$ cat src/rtl/poly_decompress_unpack.sv
// Unpacks a LSB-first stream of d-bit compressed coefficients, decompresses each
// to a 12-bit value mod 3329 and emits them in pairs as {odd, even} 24-bit words.
module poly_decompress_unpack #(
    parameter int BUF_W = 32,
    parameter int NCOEF = 256
) (
    input  logic        clk,
    input  logic        rst_n,
    input  logic        start,
    input  logic [2:0]  d_sel,
    input  logic [7:0]  in_byte,
    input  logic        in_valid,
    output logic        in_ready,
    output logic [23:0] out_word,
    output logic        out_valid,
    input  logic        out_ready,
    output logic        busy,
    output logic        done,
    output logic [1:0]  fsm_state
);
    localparam int CW = $clog2(BUF_W + 1);
    localparam int NW = $clog2(NCOEF + 1);
    localparam int WW = $clog2(NCOEF / 2);

    typedef enum logic [1:0] {IDLE = 2'd0, RUN = 2'd1, DONE = 2'd2} state_t;

    state_t           state, state_next;
    logic [3:0]       d, d_dec;
    logic [BUF_W-1:0] bit_buf, buf_shift, buf_next;
    logic [CW-1:0]    cnt, cnt_next, app_pos;
    logic [8:0]       bytes_taken;
    logic [NW-1:0]    coef_cnt;
    logic [WW-1:0]    word_cnt;
    logic             s1_valid, s1_odd;
    logic [11:0]      s1_coef, even_hold;
    logic             run, take, extract, s2_load, stall, out_hs, last_hs;
    logic [11:0]      x, y;
    logic [23:0]      prod;

    always_comb begin
        case (d_sel)
            3'd0:    d_dec = 4'd1;
            3'd1:    d_dec = 4'd4;
            3'd2:    d_dec = 4'd5;
            3'd3:    d_dec = 4'd10;
            3'd4:    d_dec = 4'd11;
            default: d_dec = 4'd12;
        endcase
    end

    // Handshakes: a transfer happens on the clock edge where valid & ready are both high.
    assign run      = (state == RUN);
    assign in_ready = run && (32'(cnt) + 32'd8 <= BUF_W) && (bytes_taken < {d, 5'b0});
    assign take     = in_ready && in_valid;
    assign out_hs   = out_valid && out_ready;
    assign last_hs  = out_hs && (word_cnt == WW'(NCOEF / 2 - 1));
    // Only an odd coefficient needs the output register, so only it can stall the pipe.
    assign s2_load  = s1_valid && s1_odd;
    assign stall    = out_valid && !out_ready && s2_load;
    assign extract  = run && (cnt >= CW'(d)) && !stall && (coef_cnt < NW'(NCOEF));

    // For d=12 the mask shift wraps to zero, leaving all 12 bits selected.
    assign x    = bit_buf[11:0] & ((12'd1 << d) - 12'd1);
    assign prod = 24'(x) * 24'd3329 + (24'd1 << (d - 4'd1));
    assign y    = (d == 4'd12) ? x : 12'(prod >> d);

    assign buf_shift = extract ? (bit_buf >> d) : bit_buf;
    assign app_pos   = extract ? (cnt - CW'(d)) : cnt;
    assign buf_next  = take ? (buf_shift | (BUF_W'(in_byte) << app_pos)) : buf_shift;
    assign cnt_next  = cnt + (take ? CW'(8) : CW'(0)) - (extract ? CW'(d) : CW'(0));

    assign busy      = run;
    assign done      = (state == DONE);
    assign fsm_state = state;

    always_comb begin
        state_next = state;
        case (state)
            IDLE:    if (start) state_next = RUN;
            RUN:     if (last_hs) state_next = DONE;
            DONE:    state_next = IDLE;
            default: state_next = IDLE;
        endcase
    end

    always_ff @(posedge clk or negedge rst_n) begin
        if (!rst_n) state <= IDLE;
        else        state <= state_next;
    end

    always_ff @(posedge clk or negedge rst_n) begin
        if (!rst_n) begin
            d           <= 4'd0;
            bit_buf     <= '0;
            cnt         <= '0;
            bytes_taken <= '0;
            coef_cnt    <= '0;
            word_cnt    <= '0;
            s1_valid    <= 1'b0;
            s1_odd      <= 1'b0;
            s1_coef     <= '0;
            even_hold   <= '0;
            out_word    <= '0;
            out_valid   <= 1'b0;
        end else if (state == IDLE && start) begin
            d           <= d_dec;
            bit_buf     <= '0;
            cnt         <= '0;
            bytes_taken <= '0;
            coef_cnt    <= '0;
            word_cnt    <= '0;
            s1_valid    <= 1'b0;
            out_valid   <= 1'b0;
        end else if (run) begin
            bit_buf     <= buf_next;
            cnt         <= cnt_next;
            bytes_taken <= bytes_taken + {8'd0, take};
            coef_cnt    <= coef_cnt + {{(NW-1){1'b0}}, extract};
            word_cnt    <= word_cnt + {{(WW-1){1'b0}}, out_hs};
            if (!stall) begin
                s1_valid <= extract;
                s1_coef  <= y;
                s1_odd   <= coef_cnt[0];
            end
            if (s1_valid && !s1_odd) even_hold <= s1_coef;
            if (s2_load && !stall) begin
                out_word  <= {s1_coef, even_hold};
                out_valid <= 1'b1;
            end else if (out_hs) begin
                out_valid <= 1'b0;
            end
        end
    end
endmodule

$ cat config.mk
export PLATFORM = sky130hd
export DESIGN_NAME = poly_decompress_unpack
export DESIGN_NICKNAME = d
export VERILOG_FILES = /design/src/rtl/poly_decompress_unpack.sv
export SDC_FILE = /design/constraint.sdc
export NUM_CORES = 1
export LEC_CHECK = 0
export CAP_MARGIN = 10
export CORE_MARGIN = 3
export CORE_UTILIZATION = 42
export CTS_CLUSTER_SIZE = 24
export DETAILED_ROUTE_END_ITERATION = 16
export GPL_TIMING_DRIVEN = 1
export PLACE_DENSITY_LB_ADDON = 0.12
export SYNTH_ARGS = -nofsm -noshare
export SYNTH_HDL_FRONTEND = slang
export SYNTH_SLANG_ARGS = --single-unit
$ cat constraint.sdc
create_clock -name clk -period 9.09 [get_ports clk]
set_clock_uncertainty 0.1 [all_clocks]
set_input_delay 1.818 -clock clk [delete_from_list [all_inputs] [get_ports clk]]
set_output_delay 1.818 -clock clk [all_outputs]
set_load 0.02 [all_outputs]
==> metrics.md <==
| Metric | Value |
|---|---|
| Warning count from the yosys run | `0` |
| Count of buffers added by post-CTS timing repair for setup | `0` |
| Number of cells upsized or downsized after cts | `0` |
| RSZ-0062 raised after global routing | `no` |
| Routability-driven placement congestion ratio | `between 0.9 and 1` |
| Synth Cell Area | `~11,000 um^2` |
| Final-report max-slew violation count | `0` |
| Final Cell Area | `12,580 um^2` |
| Result of the run | `completed` |
| Met1 Routed Length | `15.97 mm` |
| Highest net fanout along the worst path | `39` |
| Root buffer cell | `sky130_fd_sc_hd__clkbuf_16` |
| Core footprint | `26,210 um^2` |
| Worst path arrival time | `roughly 7.5 ns` |
| PortBufs | `between 40 and 50` |
| Final Setup Violations | `0` |
| Wire per inst | `approximately 21 um` |
| Kind of cell adding the most delay to the critical path | `adder cells` |
| Crit path launch type | `flip-flop` |
| Total Die Area | `approximately 29,000 um^2` |
| CTS tree | `yes` |
| # nets final | `between 1,000 and 1,500` |
| Origin of the critical flop-to-flop path | `d[2]` |
| Finished Layout Cells | `roughly 1,600` |
| Area overhead of the layout relative to synthesis | `11.58%` |
| Residual DRC | `0` |
| Final sum of negative setup slack | `0 ns` |
| Critical Path RT | `a little over 9 ns` |
| Final hold violations | `0` |
| Share of flip-flops with an asynchronous set or reset | `100.0%` |
| Maximum number of pins on one net before global-route repair | `between 60 and 70` |
| Power per cell area | `332.1 nW/um^2` |
| Sinks on the clock net | `120` |
| Share of the yosys chip area belonging to registers | `between 20% and 30%` |
| Cell count after placement | `roughly 1,600` |
| Total global routing overflow | `0` |
| Htree depth | `4` |
| Top routing layer used | `met4` |
| N_diodes | `0` |
| Chip height | `about 170 um` |
| Clock transition at the registers of the reported paths | `around 0.06 ns` |
| Final routed wirelength across all metal layers | `33.96 mm` |
| Proportion of layout cells with a drive suffix above 1 | `between 10% and 20%` |
| Sum of net half-perimeters after detailed placement | `between 20 and 30 mm` |
| Number of global-route vias before repair | `about 9,600` |
| Max frequency | `~140 MHz` |
| Cell area after placement | `12,030 um^2` |
| Post-route clock period utilization | `roughly 80%` |
| Row count | `roughly 60` |
| Hold_buf cts | `0` |
| #FFs+latches synth | `120` |
| Static leakage | `between 6 and 7 nW` |
| Clock Latency Late Sink | `0.42 ns` |
| Wire length of the first global-routing pass | `between 50 and 60 mm` |
| Horizontal die dimension | `roughly 170 um` |
| Detail-routed via count per cell | `just over 6` |
| Time the final worst path needs with I/O delays and setup | `between 7 and 8 ns` |
| Detail Route met3 WL | `approximately 2.1 mm` |
| Highest ir drop seen on vdd | `between 0.0002 and 0.00025 V` |
| Maximum buffer depth of the clock tree | `2` |
| Mapped Nets | `about 1,400` |
| TritonCTS buffer count | `17` |
| Slowest CP cell | `sky130_fd_sc_hd__nor2_1` |
| Source of the critical timing path | `d[2]` |
| Total number of vias | `10,040` |
| Number of cells produced by synthesis | `~1,300` |
| Number of flops mapped to enable cells by yosys | `0` |
| Critical Path End Type | `flip-flop` |
| Total power | `0.004179 W` |
| DRT antenna net count | `0` |
| Initial antenna violation count | `0` |
| Kind of critical path | `flip-flop to flip-flop` |
| Hold WC Path Type | `flip-flop to flip-flop` |
| Number of ports placed on the die boundary | `46` |
| Slew at the pin closest to its max-slew limit | `about 1.1 ns` |
| Slowest Stage Delay on Critical Path | `roughly 0.64 ns` |
| Number of iterations in the first detailed-routing pass | `5` |
| Setup slack on the worst flop-to-flop path | `1.81 ns` |
| Top FF cell, synth | `sky130_fd_sc_hd__dfrtp_1` |
| Count of buffering cells on the critical path with inverters included | `5` |
| Startpoint of the lowest-slack hold path | `coef_cnt[5]` |
| Detailed Route Iter0 Violations | `around 1,000` |
| Synthesized area per cell | `9.008 um^2` |
| Count of cell types in the netlist | `74` |
| Starting utilization of the core area | `approximately 43%` |
| Gr usage total | `about a quarter` |
| Final core occ | `roughly 48%` |
| Max_slew headroom | `approximately 26%` |
| Met2 layer wire length in the routed design | `15.00 mm` |
| Reported max-cap violation count | `0` |
| Layout fillers | `between 2,000 and 3,000` |
-- cell usage in the layout (no fill, tap or decap), drive strengths merged, types with 8 or more instances in the layout --
cell and n:
o221ai 14, a21o 13, mux2 47, a31oi 10
o31ai 13, mux2i 52, a21oi 77, inv 74
a211oi 34, and3 8, mux4 22, nand4 8
a22oi 8, fa 21, xnor2 16, nand2 127
a221oi 8, nor3 15, o21ai 74, xor2 12
clkbuf 18, nand3 29, buf 22, ha 123
nor2 92, nand2b 8, clkdlybuf4s50 44, clkinv 12
dfrtp 120, and2 15, nor2b 14, a221o 10
o211ai 20
-- report_power, final --
group          switching [W]  internal, W  leakage (nW)
clock network       0.000273     0.000378         0.275
registers           0.000191     0.000736          1.57
logic                0.00153      0.00107          4.18
total                0.00199      0.00219          6.03
-- per-stage QoR --
stage / worst slack, ns / hold WS, ns
detailed placement: 1.881 / 0.3755
global placement: 2.038 / 0.3745
CTS: 1.898 / 0.3879
finish: 1.814 / 0.3859
floorplan: 2.079 / 0.3531
global route: 1.353 / 0.4012
-- kinds of logic (layout without fill, tap and decap cells) --
kind of cell | after synthesis | count (layout) | synth area share (%)
XOR/XNOR | 28 | 28 | 2.174
adder cells (fa/ha/maj) | 144 | 144 | 17.37
buffers and inverters | 145 | 172 | 5.070
AO/OA/AOI/OAI | 351 | 351 | 21.09
multiplexers | 121 | 121 | 13.73
flip-flops | 120 | 120 | 26.63
AND/OR/NAND/NOR | 343 | 343 | 13.93
-- cells in the mapped netlist (all sizes together), types with 6 or more instances --
| library cell | n | area share, % |
|---|---|---|
| buf | 18 | 0.80 |
| or3 | 7 | 0.39 |
| a221oi | 8 | 0.62 |
| nand2b | 8 | 0.44 |
| and2 | 15 | 0.83 |
| ha | 123 | 14 |
| nand3 | 29 | 1.3 |
| o211ai | 20 | 1.4 |
| a31oi | 10 | 0.55 |
| dfrtp | 120 | 27 |
| inv | 71 | 2.4 |
| nand4 | 8 | 0.44 |
| xnor2 | 16 | 1.2 |
| a22oi | 8 | 0.53 |
| a221o | 10 | 0.89 |
| o21a | 6 | 0.40 |
| nand2 | 127 | 4.2 |
| nor2b | 14 | 0.78 |
| a22o | 7 | 0.54 |
| mux4 | 22 | 4.4 |
| mux2i | 52 | 4.6 |
| mux2 | 47 | 4.7 |
| clkbuf | 53 | 1.8 |
| fa | 21 | 3.7 |
| nor3 | 15 | 0.67 |
| o31ai | 13 | 0.87 |
| a211oi | 34 | 2.3 |
| o21ai | 74 | 3.3 |
| xor2 | 12 | 0.93 |
| a21o | 13 | 0.87 |
| and3 | 8 | 0.44 |
| o22ai | 7 | 0.39 |
| nor2 | 92 | 3.1 |
| a21oi | 77 | 3.4 |
| o221ai | 14 | 1.1 |
-- routing by layer --
metal | up-vias | global-route usage [%]
met3 | 64 | 4.158
met5 | - | 0
met2 | 397 | 35.96
met4 | 0 | 7.290
met1 | 4895 | 35.04
li1 | 4679 | -
-- worst register-to-register path, cell delays in order, from the launching register on --
cell and delay (ns):
sky130_fd_sc_hd__dfrtp_1 0.35, sky130_fd_sc_hd__buf_4 0.27, sky130_fd_sc_hd__nor2_1 0.65, sky130_fd_sc_hd__nand2_1 0.17, sky130_fd_sc_hd__ha_1 0.33, sky130_fd_sc_hd__xor2_1 0.18
sky130_fd_sc_hd__and2_1 0.24, sky130_fd_sc_hd__ha_1 0.31, sky130_fd_sc_hd__inv_1 0.05, sky130_fd_sc_hd__fa_1 0.49, sky130_fd_sc_hd__inv_1 0.04, sky130_fd_sc_hd__ha_1 0.26
sky130_fd_sc_hd__inv_1 0.05, sky130_fd_sc_hd__fa_1 0.50, sky130_fd_sc_hd__fa_1 0.54, sky130_fd_sc_hd__inv_1 0.04, sky130_fd_sc_hd__ha_1 0.34, sky130_fd_sc_hd__and2_1 0.21
sky130_fd_sc_hd__and4_1 0.23, sky130_fd_sc_hd__and3_1 0.21, sky130_fd_sc_hd__or2_2 0.32, sky130_fd_sc_hd__o21a_1 0.18, sky130_fd_sc_hd__o221ai_1 0.33, sky130_fd_sc_hd__mux2i_1 0.19
sky130_fd_sc_hd__a2111o_1 0.43, sky130_fd_sc_hd__o2111a_1 0.13
-- cell type report --
type / instances / area (um^2) / area share, %
Inverter: 74 / 282.8 / 2.247
Tap cell: 335 / 419.2 / 3.331
Multi-Input combinational cell: 987 / 7714 / 61.29
Clock buffer: 18 / 429.2 / 3.410
Sequential cell: 120 / 3007 / 23.89
Timing Repair Buffer: 66 / 605.6 / 4.812
Clock inverter: 14 / 127.6 / 1.014
-- final timing paths --
path | endpoint | cells past startpoint
min in group asynchronous | even_hold[5] | 1
max in group asynchronous | d[0] | 2
setup reg to reg | s1_coef[9] | 25
hold / removal | coef_cnt[5] | 1
hold reg to reg | coef_cnt[5] | 1
setup / recovery | s1_coef[9] | 25
-- registers in the layout, indices dropped and copies added, names as in the netlist --
| register | flops |
|---|---|
| out_valid | 1 |
| cnt | 6 |
| word_cnt | 7 |
| out_word | 24 |
| even_hold | 12 |
| fsm_state | 2 |
| bit_buf | 32 |
| s1_valid | 1 |
| s1_odd | 1 |
| coef_cnt | 9 |
| s1_coef | 12 |
| bytes_taken | 9 |
| d | 4 |
Power figures use the tool's default switching activity.
==> edit 1: new RTL, same flow settings <==
The parameter `BUF_W` goes from 32 to 16.
--- a/src/rtl/poly_decompress_unpack.sv
+++ b/src/rtl/poly_decompress_unpack.sv
@@ -3,3 +3,3 @@
 module poly_decompress_unpack #(
-    parameter int BUF_W = 32,
+    parameter int BUF_W = 16,
     parameter int NCOEF = 256
Function: changed (a bounded check fails within 4 cycles, from zero or initial values and one cycle with rst_n low).
==> edit 1 against the original RTL <==
Routed wire length down 18%. Count of clock-buffer cells in the layout down 9. Power fell by 7.7%. Worst setup slack got worse by 0.41 ns. Area after synthesis is 11% lower. First-iteration DRC count shrank 20%. Utilization decreased by 0.62 points. Sequential cell count decreased by 17. Combinational power grew 2%. Sequential power is 12% lower. Design area down 13%. Largest cell class unchanged. Largest power group unchanged.
==> edit 1: results (changes against the original RTL) <==
* Post-placement cell count at 1437 (-9.2%)
* Mapped Cells at 1123 (-10%)
* Crit-path slowest cell: inv_1
* Routed wl met2 at 11800 um (-21%)
* Status: complete, no violations
* Maximum fanout along the worst path at 19 (-51%)
* Post-synthesis net count at 1279 (-9.4%)
* Total Nets Final at 1291 (-9.5%)
* Via/cell ratio at 6.01 (-3.4%)
* DR WL met3 at 1930 um (-6.8%)
* Final worst path period need at 7.69 ns (+0.415 ns)
* All-layer global routing usage at 21.6% (-2.3 points)
* Biggest regs: out_word x24, bit_buf x16
* Largest vdd supply drop at 0.000157 V (-24%)
* Pin count of the biggest net entering global routing at 66 (+6.5%)
* Drt total wl at 27800 um (-18%)
* Synth Area in Adders at 19.1% (+1.8 points)
* PwrDens at 354 nW/um2 (+6.6%)
* Worst reg-to-reg setup slack at 1.40 ns (-0.41 ns)
* Post-synthesis mux area share at 9.86% (-3.9 points)
* CTS H-tree lvls at 3 (-1)
* # fillers at 2287 (-8.5%)
* M1 WL at 13500 um (-15%)
* DR iter-0 viols at 810 (-20%)
* RD Place Congestion at 0.937 (-2.0%)
* Worst skew pair latency at 0.35 ns (-0.07 ns)
* First-pass GRT wire length at 45000 um (-18%)
* Synth Area in XOR/XNOR at 1.92% (-0.26 points)
* Synth Area in Compound Gates at 22.4% (+1.3 points)
* Initial antenna violation count at 1 (+1)
* Number of distinct library cells after synthesis at 81 (+9.5%)
* Synth area leaders: dfrtp_1 26%, ha_1 15%, mux2_2 5.5%, nand2_1 4.3%, fa_1 4.2%
* Top cells by count, synth: 119 x ha_1, 115 x nand2_1, 103 x dfrtp_1, 80 x nor2_1, 71 x o21ai_0
* Share of cells above drive strength 1 at 10.2% (-0.46 points)
* GR Util met2 at 31.4% (-4.6 points)
* Met3 usage at 4.51% (+0.36 points)
* Crit path DAT at 7.87 ns (+0.39 ns)
* Vias in the first global route at 8206 (-15%)
* Total CTS buffers at 9 (-8)
==> edit 1: cell types whose count changed after synthesis, moves of 9 or more <==
| cell | unedited run | this run |
|---|---|---|
| a21oi_1 | 77 | 67 |
| nor2_1 | 92 | 80 |
| o221ai_1 | 14 | 5 |
| mux2i_1 | 51 | 23 |
| nand2_1 | 127 | 115 |
| a211oi_1 | 34 | 21 |
| clkbuf_1 | 53 | 37 |
| mux4_2 | 22 | 9 |
| dfrtp_1 | 120 | 103 |
==> edit 1: layout make-up <==
| type | instances | area share (%) |
|---|---|---|
| tap | 313 | 3.59 |
| sequential | 103 | 23.7 |
| clock inverter | 7 | 0.586 |
| clock buffer | 9 | 2.07 |
| multi-input combinational | 890 | 62.4 |
| inverter | 68 | 2.34 |
| timing repair buffer | 63 | 5.35 |
==> edit 1: where the power goes <==
group          total (uW)  switching, uW  internal [uW]
clock                 376            186            190
sequential            820            176            644
combinational        2660           1520           1140
==> edit 2: new RTL, same flow settings <==
Made on the original files. Make the reset (`rst_n`) synchronous in 2 clocked blocks.
--- a/src/rtl/poly_decompress_unpack.sv
+++ b/src/rtl/poly_decompress_unpack.sv
@@ -85,3 +85,3 @@
 
-    always_ff @(posedge clk or negedge rst_n) begin
+    always_ff @(posedge clk) begin
         if (!rst_n) state <= IDLE;
@@ -90,3 +90,3 @@
 
-    always_ff @(posedge clk or negedge rst_n) begin
+    always_ff @(posedge clk) begin
         if (!rst_n) begin
Behaviour: differs if rst_n is asserted again (counterexample within 4 cycles, from zero or initial values and one cycle with rst_n low); with rst_n held inactive, the same outputs for 4 cycles.
==> edit 2 against the original RTL <==
Count of clock-buffer cells in the layout up 1. Worst setup slack worse by 0.14 ns. Area after synthesis is 0.87% lower. Die area fell by 0.83%. Design area is 1.4% lower. Routed wire length is 0.22% lower. Sequential cell count unchanged. Highest routed layer unchanged.
Power is not compared: it rests on default switching activity, and its combinational part moved more than twofold at a synthesized area within 25%.
==> edit 2: results (changes against the original RTL) <==
* Post-synthesis net count at 1568 (+11%)
* Worst slew margin at 42.7% (+17 points)
* Share of cells above drive strength 1 at 7.58% (-3.1 points)
* Sequential area share after synthesis at 21.5% (-5.1 points)
* All-layer global routing usage at 23.5% (-0.34 points)
* Pleak at 0.00507 uW
* Detail Placement HPWL at 25000 um (-1.2%)
* Pre-CTS setup slack at 1.76 ns (-0.122 ns)
* Met1 Resource Use GR at 31.4% (-3.6 points)
* DR WL met3 at 2100 um (+1.5%)
* Main synth FF type: dfxtp_1
* Asr flop ratio synth at 0% (-100 points)
* Vias at 10500 (+4.5%)
* Vias in the first global route at 10200 (+5.9%)
* Met3 usage at 3.75% (-0.41 points)
* Crit path DAT at 7.62 ns (+0.14 ns)
* Via/cell ratio at 6.00 (-3.5%)
* Pin count of the biggest net entering global routing at 62 (unchanged)
* RD Place Congestion at 0.910 (-4.9%)
* M1 WL at 14800 um (-7.6%)
* First-pass GRT wire length at 54500 um (about the same)
* Mapped Cells at 1407 (+12%)
* Synth area leaders: dfxtp_1 21%, ha_1 14%, nand2_1 7.4%, a21oi_1 5.0%, mux2i_1 4.4%
* GR Util met2 at 38.9% (+3.0 points)
* Top cells by count, synth: 221 x nand2_1, 124 x ha_1, 120 x dfxtp_1, 111 x a21oi_1, 104 x nor2_1
* Maximum fanout along the worst path at 23 (-41%)
* Total Nets Final at 1560 (+9.4%)
* Initial antenna violation count at 0 (unchanged)
* # fillers at 2650 (+6.0%)
* CP max stage delay at 0.72 ns (+0.08 ns)
* Status: complete, no violations
* Post-placement cell count at 1714 (+8.3%)
* Drt total wl at 33900 um (-0.22%)
* Post CTS Setup Buffer Count at 0 (unchanged)
* CTS H-tree lvls at 4 (unchanged)
* DR iter-0 viols at 858 (-16%)
* Routed wl met2 at 16000 um (+6.9%)
* Number of distinct library cells after synthesis at 82 (+11%)
edit 2: cell count changes after synthesis, sizes merged, moves of 13 or more:
cell / delta
nand2: +95
dfrtp: -120
inv: -15
a21boi: +38
a21oi: +36
buf: +13
mux2: -28
dfxtp: +120
edit 2: path summary, 6_finish.rpt:
path | end | cells after the start | slack, ns | from
setup reg to reg | s1_coef[11] | 24 | 1.67 | d[3]
hold / removal | bytes_taken[0] | 2 | 0.36 | bytes_taken[0]
hold reg to reg | bytes_taken[0] | 2 | 0.36 | bytes_taken[0]
setup / recovery | s1_coef[11] | 24 | 1.67 | d[3]
edit 2: final cells by class:
class	instances	area, um2	area share (%)
clock buffers	19	453	3.65
clock inverters	13	120	0.968
well taps	335	419	3.38
inverters	57	214	1.73
flip-flops and latches	120	2410	19.4
repair buffers	63	593	4.78
multi-input cells	1140	8200	66.1
edit 2: cell families (layout without fill, tap and decap cells):
family          count (synthesis)  in the layout  synth area share, %
buf+inv                       147            152                 5.23
flops                         120            120                 21.5
compound gates                398            398                 23.7
mux                            85             85                 9.72
xor+xnor                       41             41                 3.21
simple gates                  471            471                 19.0
fa+ha+maj                     145            145                 17.6
edit 2: where the power goes:
part | switching, uW | leakage, uW | internal [uW]
registers | 23.8 | 0.000972 | 543
clock network | 271 | 0.000276 | 393
logic | 297 | 0.00382 | 156
total | 592 | 0.00507 | 1090
edit 2: stage by stage:
| step | instance area [um2] | total power (uW) |
|---|---|---|
| 2_1_floorplan | 11200 | 895 |
| 3_3_place_gp | 11800 | 1020 |
| 3_5_place_dp | 11800 | 1020 |
| 4_1_cts | 12400 | 1690 |
| 5_1_grt | 12400 | 1760 |
| 6_report | 12400 | 1680 |
